===== config.mk =====
export PLATFORM = sky130hd
export DESIGN_NAME = cdec8_dbgmon
export DESIGN_NICKNAME = d
export VERILOG_FILES = /design/src/rtl/cdec8_dbgmon.sv
export SDC_FILE = /design/constraint.sdc
export NUM_CORES = 1
export LEC_CHECK = 0
export BUFFER_PORTS_ARGS = -buffer_cell sky130_fd_sc_hd__buf_2
export CORE_MARGIN = 1.5
export CORE_UTILIZATION = 60
export CTS_BUF_LIST = sky130_fd_sc_hd__clkbuf_8
export CTS_CLUSTER_SIZE = 10
export DETAILED_ROUTE_END_ITERATION = 10
export GPL_ROUTABILITY_DRIVEN = 0
export PLACE_DENSITY = 0.78
export SYNTH_ARGS = -nofsm -noshare
export SYNTH_HDL_FRONTEND = slang
export SYNTH_SLANG_ARGS = --single-unit

===== constraint.sdc =====
create_clock -name clock -period 2.65 [get_ports clock]
set_clock_uncertainty 0.15 [all_clocks]
set_input_delay 0.1325 -clock clock [delete_from_list [all_inputs] [get_ports clock]]
set_output_delay 0.1325 -clock clock [all_outputs]
set_load 0.005 [all_outputs]

===== src/rtl/cdec8_dbgmon.sv =====
// cdec8_dbgmon: UART debug monitor for the CDEC8 core.
// Decodes single-byte host commands, samples data-path resources and drives CPU run/step.
module cdec8_dbgmon #(
  parameter int unsigned BAUD_DIV = 434
) (
  input  logic       clock,
  input  logic       reset_N,
  input  logic       uart_rx,
  output logic       uart_tx,
  output logic [7:0] resad,
  input  logic [7:0] resdt,
  output logic       cpu_run,
  output logic       cpu_step,
  output logic       busy
);
  localparam int unsigned CW = 16;
  localparam logic [CW-1:0] BIT_LAST  = CW'(BAUD_DIV - 1);
  localparam logic [CW-1:0] HALF_LAST = CW'(BAUD_DIV / 2 - 1);

  typedef enum logic [2:0] {RX_IDLE, RX_START, RX_DATA, RX_STOP, RX_WAIT} rx_state_e;
  typedef enum logic [2:0] {E_IDLE, E_SETAD, E_SAMPLE, E_TXBYTE, E_NEXT} eng_state_e;

  logic            rx_meta_q, rx_sync_q, rx_prev_q;
  rx_state_e       rx_state_q, rx_state_d;
  logic [CW-1:0]   rx_cnt_q, rx_cnt_d;
  logic [2:0]      rx_bit_q, rx_bit_d;
  logic [7:0]      rx_shift_q, rx_shift_d;
  logic            rx_valid_q, rx_valid_d;

  eng_state_e      st_q, st_d;
  logic [7:0]      cmd_q, cmd_d;
  logic [7:0]      resad_q, resad_d;
  logic [7:0]      tx_shift_q, tx_shift_d;
  logic [CW-1:0]   tx_cnt_q, tx_cnt_d;
  logic [3:0]      tx_bit_q, tx_bit_d;
  logic            uart_tx_q, uart_tx_d;
  logic            cpu_run_q, cpu_run_d;
  logic            cpu_step_q, cpu_step_d;
  logic            busy_q, busy_d;
  logic            dump_q, dump_d;
  logic            cmd_is_read_c, cmd_is_dump_c;

  assign cmd_is_read_c = (cmd_q[7:4] == 4'h0);
  assign cmd_is_dump_c = (cmd_q == 8'hFF);

  // Receiver: start-bit midpoint check, 8 data bits LSB first, stop-bit validation.
  always_comb begin
    rx_state_d = rx_state_q;
    rx_cnt_d   = rx_cnt_q;
    rx_bit_d   = rx_bit_q;
    rx_shift_d = rx_shift_q;
    rx_valid_d = 1'b0;
    case (rx_state_q)
      RX_IDLE: begin
        if (rx_prev_q && !rx_sync_q) begin
          rx_cnt_d   = HALF_LAST;
          rx_state_d = RX_START;
        end
      end
      RX_START: begin
        if (rx_cnt_q != '0) begin
          rx_cnt_d = rx_cnt_q - CW'(1);
        end else if (rx_sync_q) begin
          rx_state_d = RX_IDLE;
        end else begin
          rx_cnt_d   = BIT_LAST;
          rx_bit_d   = '0;
          rx_state_d = RX_DATA;
        end
      end
      RX_DATA: begin
        if (rx_cnt_q != '0) begin
          rx_cnt_d = rx_cnt_q - CW'(1);
        end else begin
          rx_shift_d = {rx_sync_q, rx_shift_q[7:1]};
          rx_cnt_d   = BIT_LAST;
          rx_bit_d   = rx_bit_q + 3'd1;
          if (rx_bit_q == 3'd7) rx_state_d = RX_STOP;
        end
      end
      RX_STOP: begin
        if (rx_cnt_q != '0) begin
          rx_cnt_d = rx_cnt_q - CW'(1);
        end else if (rx_sync_q) begin
          rx_valid_d = 1'b1;
          rx_state_d = RX_IDLE;
        end else begin
          rx_state_d = RX_WAIT;
        end
      end
      RX_WAIT: begin
        if (rx_sync_q) rx_state_d = RX_IDLE;
      end
      default: rx_state_d = RX_IDLE;
    endcase
  end

  // Command engine and transmitter; bytes arriving outside IDLE are ignored.
  always_comb begin
    st_d       = st_q;
    cmd_d      = cmd_q;
    resad_d    = resad_q;
    tx_shift_d = tx_shift_q;
    tx_cnt_d   = tx_cnt_q;
    tx_bit_d   = tx_bit_q;
    uart_tx_d  = uart_tx_q;
    cpu_run_d  = cpu_run_q;
    cpu_step_d = 1'b0;
    dump_d     = dump_q;
    case (st_q)
      E_IDLE: begin
        if (rx_valid_q) begin
          cmd_d = rx_shift_q;
          st_d  = E_SETAD;
        end
      end
      E_SETAD: begin
        st_d       = E_SAMPLE;
        tx_shift_d = 8'h3F;
        if (cmd_is_read_c) begin
          resad_d = cmd_q;
        end else if (cmd_is_dump_c) begin
          if (!dump_q) resad_d = 8'h00;
          dump_d = 1'b1;
        end else begin
          case (cmd_q)
            8'h80: begin cpu_run_d = 1'b0; tx_shift_d = 8'h80; end
            8'h81: begin cpu_run_d = 1'b1; tx_shift_d = 8'h81; end
            8'h82: begin
              if (!cpu_run_q) begin
                cpu_step_d = 1'b1;
                tx_shift_d = 8'h82;
              end
            end
            default: tx_shift_d = 8'h3F;
          endcase
        end
      end
      E_SAMPLE: begin
        if (cmd_is_read_c || cmd_is_dump_c) tx_shift_d = resdt;
        uart_tx_d = 1'b0;
        tx_cnt_d  = BIT_LAST;
        tx_bit_d  = '0;
        st_d      = E_TXBYTE;
      end
      E_TXBYTE: begin
        if (tx_cnt_q != '0) begin
          tx_cnt_d = tx_cnt_q - CW'(1);
        end else if (tx_bit_q == 4'd9) begin
          if (cmd_is_dump_c && resad_q != 8'h0F) begin
            st_d = E_NEXT;
          end else begin
            st_d   = E_IDLE;
            dump_d = 1'b0;
          end
        end else begin
          tx_cnt_d = BIT_LAST;
          tx_bit_d = tx_bit_q + 4'd1;
          if (tx_bit_q == 4'd8) begin
            uart_tx_d = 1'b1;
          end else begin
            uart_tx_d  = tx_shift_q[0];
            tx_shift_d = {1'b0, tx_shift_q[7:1]};
          end
        end
      end
      E_NEXT: begin
        resad_d = resad_q + 8'd1;
        st_d    = E_SETAD;
      end
      default: st_d = E_IDLE;
    endcase
    busy_d = (st_d != E_IDLE);
  end

  always_ff @(posedge clock or negedge reset_N) begin
    if (!reset_N) begin
      rx_meta_q  <= 1'b1;
      rx_sync_q  <= 1'b1;
      rx_prev_q  <= 1'b1;
      rx_state_q <= RX_IDLE;
      rx_cnt_q   <= '0;
      rx_bit_q   <= '0;
      rx_shift_q <= '0;
      rx_valid_q <= 1'b0;
      st_q       <= E_IDLE;
      cmd_q      <= '0;
      resad_q    <= '0;
      tx_shift_q <= '0;
      tx_cnt_q   <= '0;
      tx_bit_q   <= '0;
      uart_tx_q  <= 1'b1;
      cpu_run_q  <= 1'b1;
      cpu_step_q <= 1'b0;
      busy_q     <= 1'b0;
      dump_q     <= 1'b0;
    end else begin
      rx_meta_q  <= uart_rx;
      rx_sync_q  <= rx_meta_q;
      rx_prev_q  <= rx_sync_q;
      rx_state_q <= rx_state_d;
      rx_cnt_q   <= rx_cnt_d;
      rx_bit_q   <= rx_bit_d;
      rx_shift_q <= rx_shift_d;
      rx_valid_q <= rx_valid_d;
      st_q       <= st_d;
      cmd_q      <= cmd_d;
      resad_q    <= resad_d;
      tx_shift_q <= tx_shift_d;
      tx_cnt_q   <= tx_cnt_d;
      tx_bit_q   <= tx_bit_d;
      uart_tx_q  <= uart_tx_d;
      cpu_run_q  <= cpu_run_d;
      cpu_step_q <= cpu_step_d;
      busy_q     <= busy_d;
      dump_q     <= dump_d;
    end
  end

  assign uart_tx  = uart_tx_q;
  assign resad    = resad_q;
  assign cpu_run  = cpu_run_q;
  assign cpu_step = cpu_step_q;
  assign busy     = busy_q;

endmodule


* Yosys cells after proc, flatten, opt, wreduce, memory -nomap -nowiden
Cells that the tools add are included.
Operators by class: add/sub/neg operators 5, multipliers 0, div/mod/pow operators 0, $lt $le $gt $ge 0, eq/ne operators 36, shifts and indexed selects 0, muxes and demuxes 62, bitwise operators 3, reductions and logical operators 28
Operators by type and width (number):
- 2-to-1 mux 16 bit | 7
- 2-to-1 mux 8 bit | 10
- one-hot mux 16 bit (4 select lines) | 1
- one-hot mux 8 bit (3 select lines) | 2
- 2-to-1 mux 3 bit | 14
- equality test 8 bit (second input constant) | 4
- inequality test 2 bit (second input constant) | 16
- one-hot mux 16 bit (2 select lines) | 1
- nonzero test 16 bit | 2
- subtractor 16 x 1 -> 16 bit (second input constant) | 2
- one-hot mux 3 bit (5 select lines) | 2
- 2-to-1 mux 1 bit | 16
- one-hot mux 8 bit (2 select lines) | 1
- equality test 3 x 2 -> 1 bit (second input constant) | 4
- inequality test 3 bit (second input constant) | 4
- AND reduction 4 bit | 3
- AND reduction 6 bit | 2
- nonzero test 2 bit | 5
- equality test 3 bit (second input constant) | 3
- adder 8 x 1 -> 8 bit (second input constant) | 1
- equality test 4 bit (second input constant) | 2
- 2-to-1 mux 4 bit | 2
- inequality test 8 x 4 -> 1 bit (second input constant) | 1
- one-hot mux 4 bit (2 select lines) | 1
- 17 further kinds | 28
Storage, ports and cells: bits in registers 86, bits in latches 0, bits in writable memories 0, bits in read-only memories 0, bits of input ports 11, output and inout port bits 12, logic and storage cells 153, memories 0

* Longest topological paths before layout
depth in word-level cells 7, gate-level depth with buffers 9

* Least setup slack after synthesis
OpenSTA, ideal clock, no wires.
kind reg-to-reg, from register tx_cnt_q[0], to register tx_shift_q[0], setup time 125 ps, arrival time 2123 ps, path slack 252 ps, cell stages (with the launch flop) 8, buffers on the path 1, clock period less this slack 2398 ps, path through dfrtp_1 > inv_1 > ha_1 > nor4b_2 > a41oi_1 > or4_1 > buf_4 > mux2_4
On the way: word-level cells in the longest chain between the ends 3
Ends and longest elaborated chain:
- start, declared | line 34 | logic [CW-1:0] tx_cnt_q, tx_cnt_d;
- start signal, assigned | line 210 | tx_cnt_q <= tx_cnt_d;
- nonzero test 16 bit | line 147 | if (tx_cnt_q != '0) begin
- inequality test 2 bit (no source line)
- AND reduction 5 bit (no source line)
- end signal, assigned | line 209 | tx_shift_q <= tx_shift_d;
- end, declared | line 33 | logic [7:0] tx_shift_q, tx_shift_d;
No other way between the ends. A chain may end at the register's enable or synchronous reset.

* Final worst setup path
from register tx_cnt_q[0], to register tx_bit_q[1]
On the way: word-level cells in the longest chain between the ends 3
Ends and longest elaborated chain:
- nonzero test 16 bit | line 147
- inequality test 2 bit (no source line)
- AND reduction 3 bit (no source line)
- end signal, assigned | line 211 | tx_bit_q <= tx_bit_d;
- end, declared | line 35 | logic [3:0] tx_bit_q, tx_bit_d;
No other way between the ends.

==> qor.log <==
INFO  status         outcome=complete, no violations
INFO  placed_design  dp_hpwl=6820um
INFO  detailed_routing via_per_inst=6.036
INFO  clocking       worstSkewPairLatency=0.36ns
INFO  yosys          synth_async_sr_flop_share=100.0%
INFO  detailed_routing wl=9736um
INFO  worst_setup_path crit_family=simple AND/OR/NAND/NOR gates
INFO  floorplanning  coreArea=0.007370sqmm
INFO  floorplanning  fp.dieArea=0.008297sqmm
INFO  yosys          seq_area_frac_synth=46.36%
INFO  grt            grt_start_max_net_pins=53
INFO  worst_setup_path cpPeakStageDelay=0.69ns
INFO  grt            grt_antenna_before_repair=0
INFO  finish         area_growth=12.28%
INFO  grt            global_route.usage.met1=33.50%
INFO  grt            global_route.usage.total=24.99%
INFO  clocking       cts.clk_slew.worst_paths=0.09ns
INFO  power          power.ir.vdd_worst=459.4uV
INFO  worst_setup_path cpMaxStageDelayCell=or4b_2
INFO  worst_setup_path critPathCaptureType=flop
INFO  yosys          synthFlopType=dfrtp_1
INFO  worst_setup_path path_max_fanout=5
INFO  worst_setup_path critPathKind=flop to flop
INFO  finish         share_of_layout_cells_above_drive_strength_1=22.24%
INFO  floorplanning  rows=31
INFO  worst_setup_path timing.reg2reg.worst_path_depth=7
INFO  floorplanning  die_height=91.09um
INFO  worst_setup_path timing.critical_path.cells=inv_1 -> ha_1 -> or4b_2 -> nor4_1 -> nand2_1 -> a22oi_1 -> o22ai_1
INFO  clocking       cts_root_buf=clkbuf_8
INFO  clocking       numClockSinks=86
INFO  worst_setup_path timing.critical_path.from_type=flop
INFO  grt            first_global_vias=3680
INFO  sta            achievable-frequency=403.7MHz
INFO  yosys          post_synth_inst_count=470
INFO  yosys          netlist-cell-type-count=63
INFO  grt            globalRouteMet3Util=4.606%
INFO  sta            fin_tns_setup=0ns
INFO  sta            period_share=93.48%
INFO  grt            grtUsageMet2=40.92%
INFO  power          leakagePower=2.344nW
INFO  detailed_routing initialDrtViolationCount=179
INFO  yosys          postSynthNetCount=490
INFO  worst_hold_path worst_hold_path_type=input pin to flop
INFO  clocking       tritoncts=yes
INFO  clocking       ctsLongestPathBuffers=2
INFO  worst_setup_path critPathLaunch=tx_cnt_q[0]
INFO  sta            report.final.hold_viol_count=0
INFO  placed_design  port-buffer-count=22
INFO  placed_design  place_ws=0.1617ns
INFO  yosys          avgSynthCellArea=9.906squm
INFO  sta            timing.final.ws_setup=0.1727ns
INFO  sta            grt_setup_unrepaired=false
INFO  sta            worst_slew_pin_slew=0.6596ns
INFO  worst_setup_path reg2reg_from=tx_cnt_q[0]
INFO  floorplanning  initial_core_util=63.17%
INFO  finish         number_of_diodes_added_for_antenna_fixing=0
INFO  floorplanning  boundaryPins=23
INFO  detailed_routing drt-wirelength-per-cell=15.81um
INFO  detailed_routing dr.pass1.iters=5
INFO  sta            min_period=2.477ns
INFO  sta            finalMaxSlewViolations=0
INFO  grt            grt_overflow_total=0
INFO  detailed_routing detail_route.drc_violations=0
INFO  worst_hold_path worst_hold_path.num_cells=4
INFO  worst_hold_path hold_path_startpoint=resdt[4]
INFO  yosys          synth_warn=0
INFO  job            max_cap_viol_count=0
INFO  grt            grt_busiest_layer=met2
INFO  detailed_routing dr_total_vias=3718
INFO  yosys          synth-edff-count=0
INFO  worst_setup_path worstPathBufferInverterCount=1
INFO  clocking       htreeDepth=3
INFO  sta            report.final.setup_viol=0
INFO  power          p_per_area=716.5mW/mm^2
INFO  clocking       cts-buffers-inserted=9
INFO  worst_setup_path crit_arrival=2.57ns
INFO  floorplanning  die_width=91.09um
INFO  finish         fillerInstances=568
INFO  yosys          synth.ff_latch_count=86
INFO  yosys          netlist_area=0.004656sqmm
INFO  worst_setup_path timing.critical_path.depth=7
INFO  detailed_routing final_antenna_net_count=0
INFO  worst_setup_path setup.reg_to_reg.worst_slack=0.17ns
INFO  grt            first_pass_grt_wire_length=16920um
INFO  sta            relSlewSlack=55.86%
INFO  finish         finalNetCount=532
INFO  worst_setup_path worst-endpoint-required=2.74ns
==> per-layer routing <==
| layer | vias to the layer above | routed length, um |
|---|---|---|
| li1 | 1832 | - |
| met1 | 1782 | 4438 |
| met2 | 84 | 4806 |
| met3 | 20 | 329 |
| met4 | 0 | 161 |
| met5 | - | 0 |
==> worst register-to-register path: stages, from the launching register on <==
cell     delay, ns
dfrtp_1       0.42
inv_1         0.07
ha_1          0.21
or4b_2        0.69
nor4_1        0.29
nand2_1       0.20
a22oi_1       0.24
o22ai_1       0.10
==> final timing paths <==
path | to
min in group asynchronous | tx_cnt_q[7]
max | tx_bit_q[1]
max in group asynchronous | cpu_run
min reg2reg | rx_sync_q
max reg2reg | tx_bit_q[1]
min | tx_shift_q[4]
==> where the power goes <==
part	leakage [nW]	total (mW)	switching [mW]	internal, mW
sequential	1.10	1.90	0.320	1.58
combinational	1.15	0.963	0.458	0.504
clock	0.0956	0.886	0.505	0.382
total	2.34	3.75	1.28	2.46
==> placed cells by master (no fill, tap or decap), types with 8 or more instances in the layout <==
cell type,count
a21oi_1,22
a31oi_1,8
buf_2,21
buf_4,25
clkbuf_8,10
dfrtp_1,81
ha_1,9
inv_1,11
mux2_2,18
mux2i_1,12
nand2_1,34
nand3_1,12
nor2_1,41
nor3_1,13
nor4_1,15
o21ai_0,40
or3_1,8
or4_1,8
==> logic make-up after synthesis <==
| kind of cell | synth area share, % |
|---|---|
| buffers and inverters | 2.876 |
| adder cells (fa/ha/maj) | 2.419 |
| AND/OR/NAND/NOR | 21.34 |
| XOR/XNOR | 2.069 |
| flip-flops | 46.36 |
| AO/OA/AOI/OAI | 15.75 |
| multiplexers | 9.191 |
==> registers in the layout, indices dropped and copies added, names as in the netlist <==
signal,flops
busy,1
cmd_q,8
cpu_run,1
cpu_step,1
dump_q,1
resad,8
rx_bit_q,3
rx_cnt_q,16
rx_meta_q,1
rx_prev_q,1
rx_shift_q,8
rx_state_q,3
rx_sync_q,1
rx_valid_q,1
st_q,3
tx_bit_q,4
tx_cnt_q,16
tx_shift_q,8
uart_tx,1
==> cell usage after synthesis (9+ instances only) <==
| master | instances | area share (%) |
|---|---|---|
| dfrtp_1 | 81 | 44 |
| nor2_1 | 41 | 3.3 |
| o21ai_0 | 40 | 4.3 |
| nand2_1 | 34 | 2.7 |
| a21oi_1 | 23 | 2.5 |
| mux2_2 | 18 | 4.4 |
| nor4_1 | 15 | 2.0 |
| nor3_1 | 14 | 1.5 |
| clkbuf_1 | 13 | 1.0 |
| nand3_1 | 13 | 1.4 |
| mux2i_1 | 12 | 2.6 |
| inv_1 | 11 | 0.89 |
| ha_1 | 9 | 2.4 |
==> final cells by class <==
cell class | instances | area (sq um) | share of cell area [%]
repair buffers | 50 | 332.8 | 6.367
clock buffers | 10 | 137.6 | 2.633
flip-flops and latches | 86 | 2158 | 41.29
inverters | 11 | 41.29 | 0.7899
multi-input cells | 354 | 2384 | 45.60
well taps | 99 | 123.9 | 2.370
clock inverters | 6 | 50.05 | 0.9574
==> stage by stage <==
step                      hold WS [ns]  cell area (sq um)  total power [mW]  instances  utilization (%)
final                          0.06283               5228             3.745        616            70.93
after CTS                      0.04997               5192             3.755        614            70.46
after floorplan                -0.3131               4656             2.583        470                -
after detailed placement       0.04792               4965             2.858        594            67.37
after global routing           0.07246               5228             3.981        616            70.93
after global placement         0.04362               4965             2.816        594            67.37
==> what timing repair did <==
item | 4_1_cts | 5_1_grt
hold endpoints to repair | 50 | 0
setup buffers | 0 | 2
endpoints found under the setup margin | 0 | 11
hold buffers | 4 | 0
gates resized for setup | 0 | 4
Power figures use the tool's default switching activity.
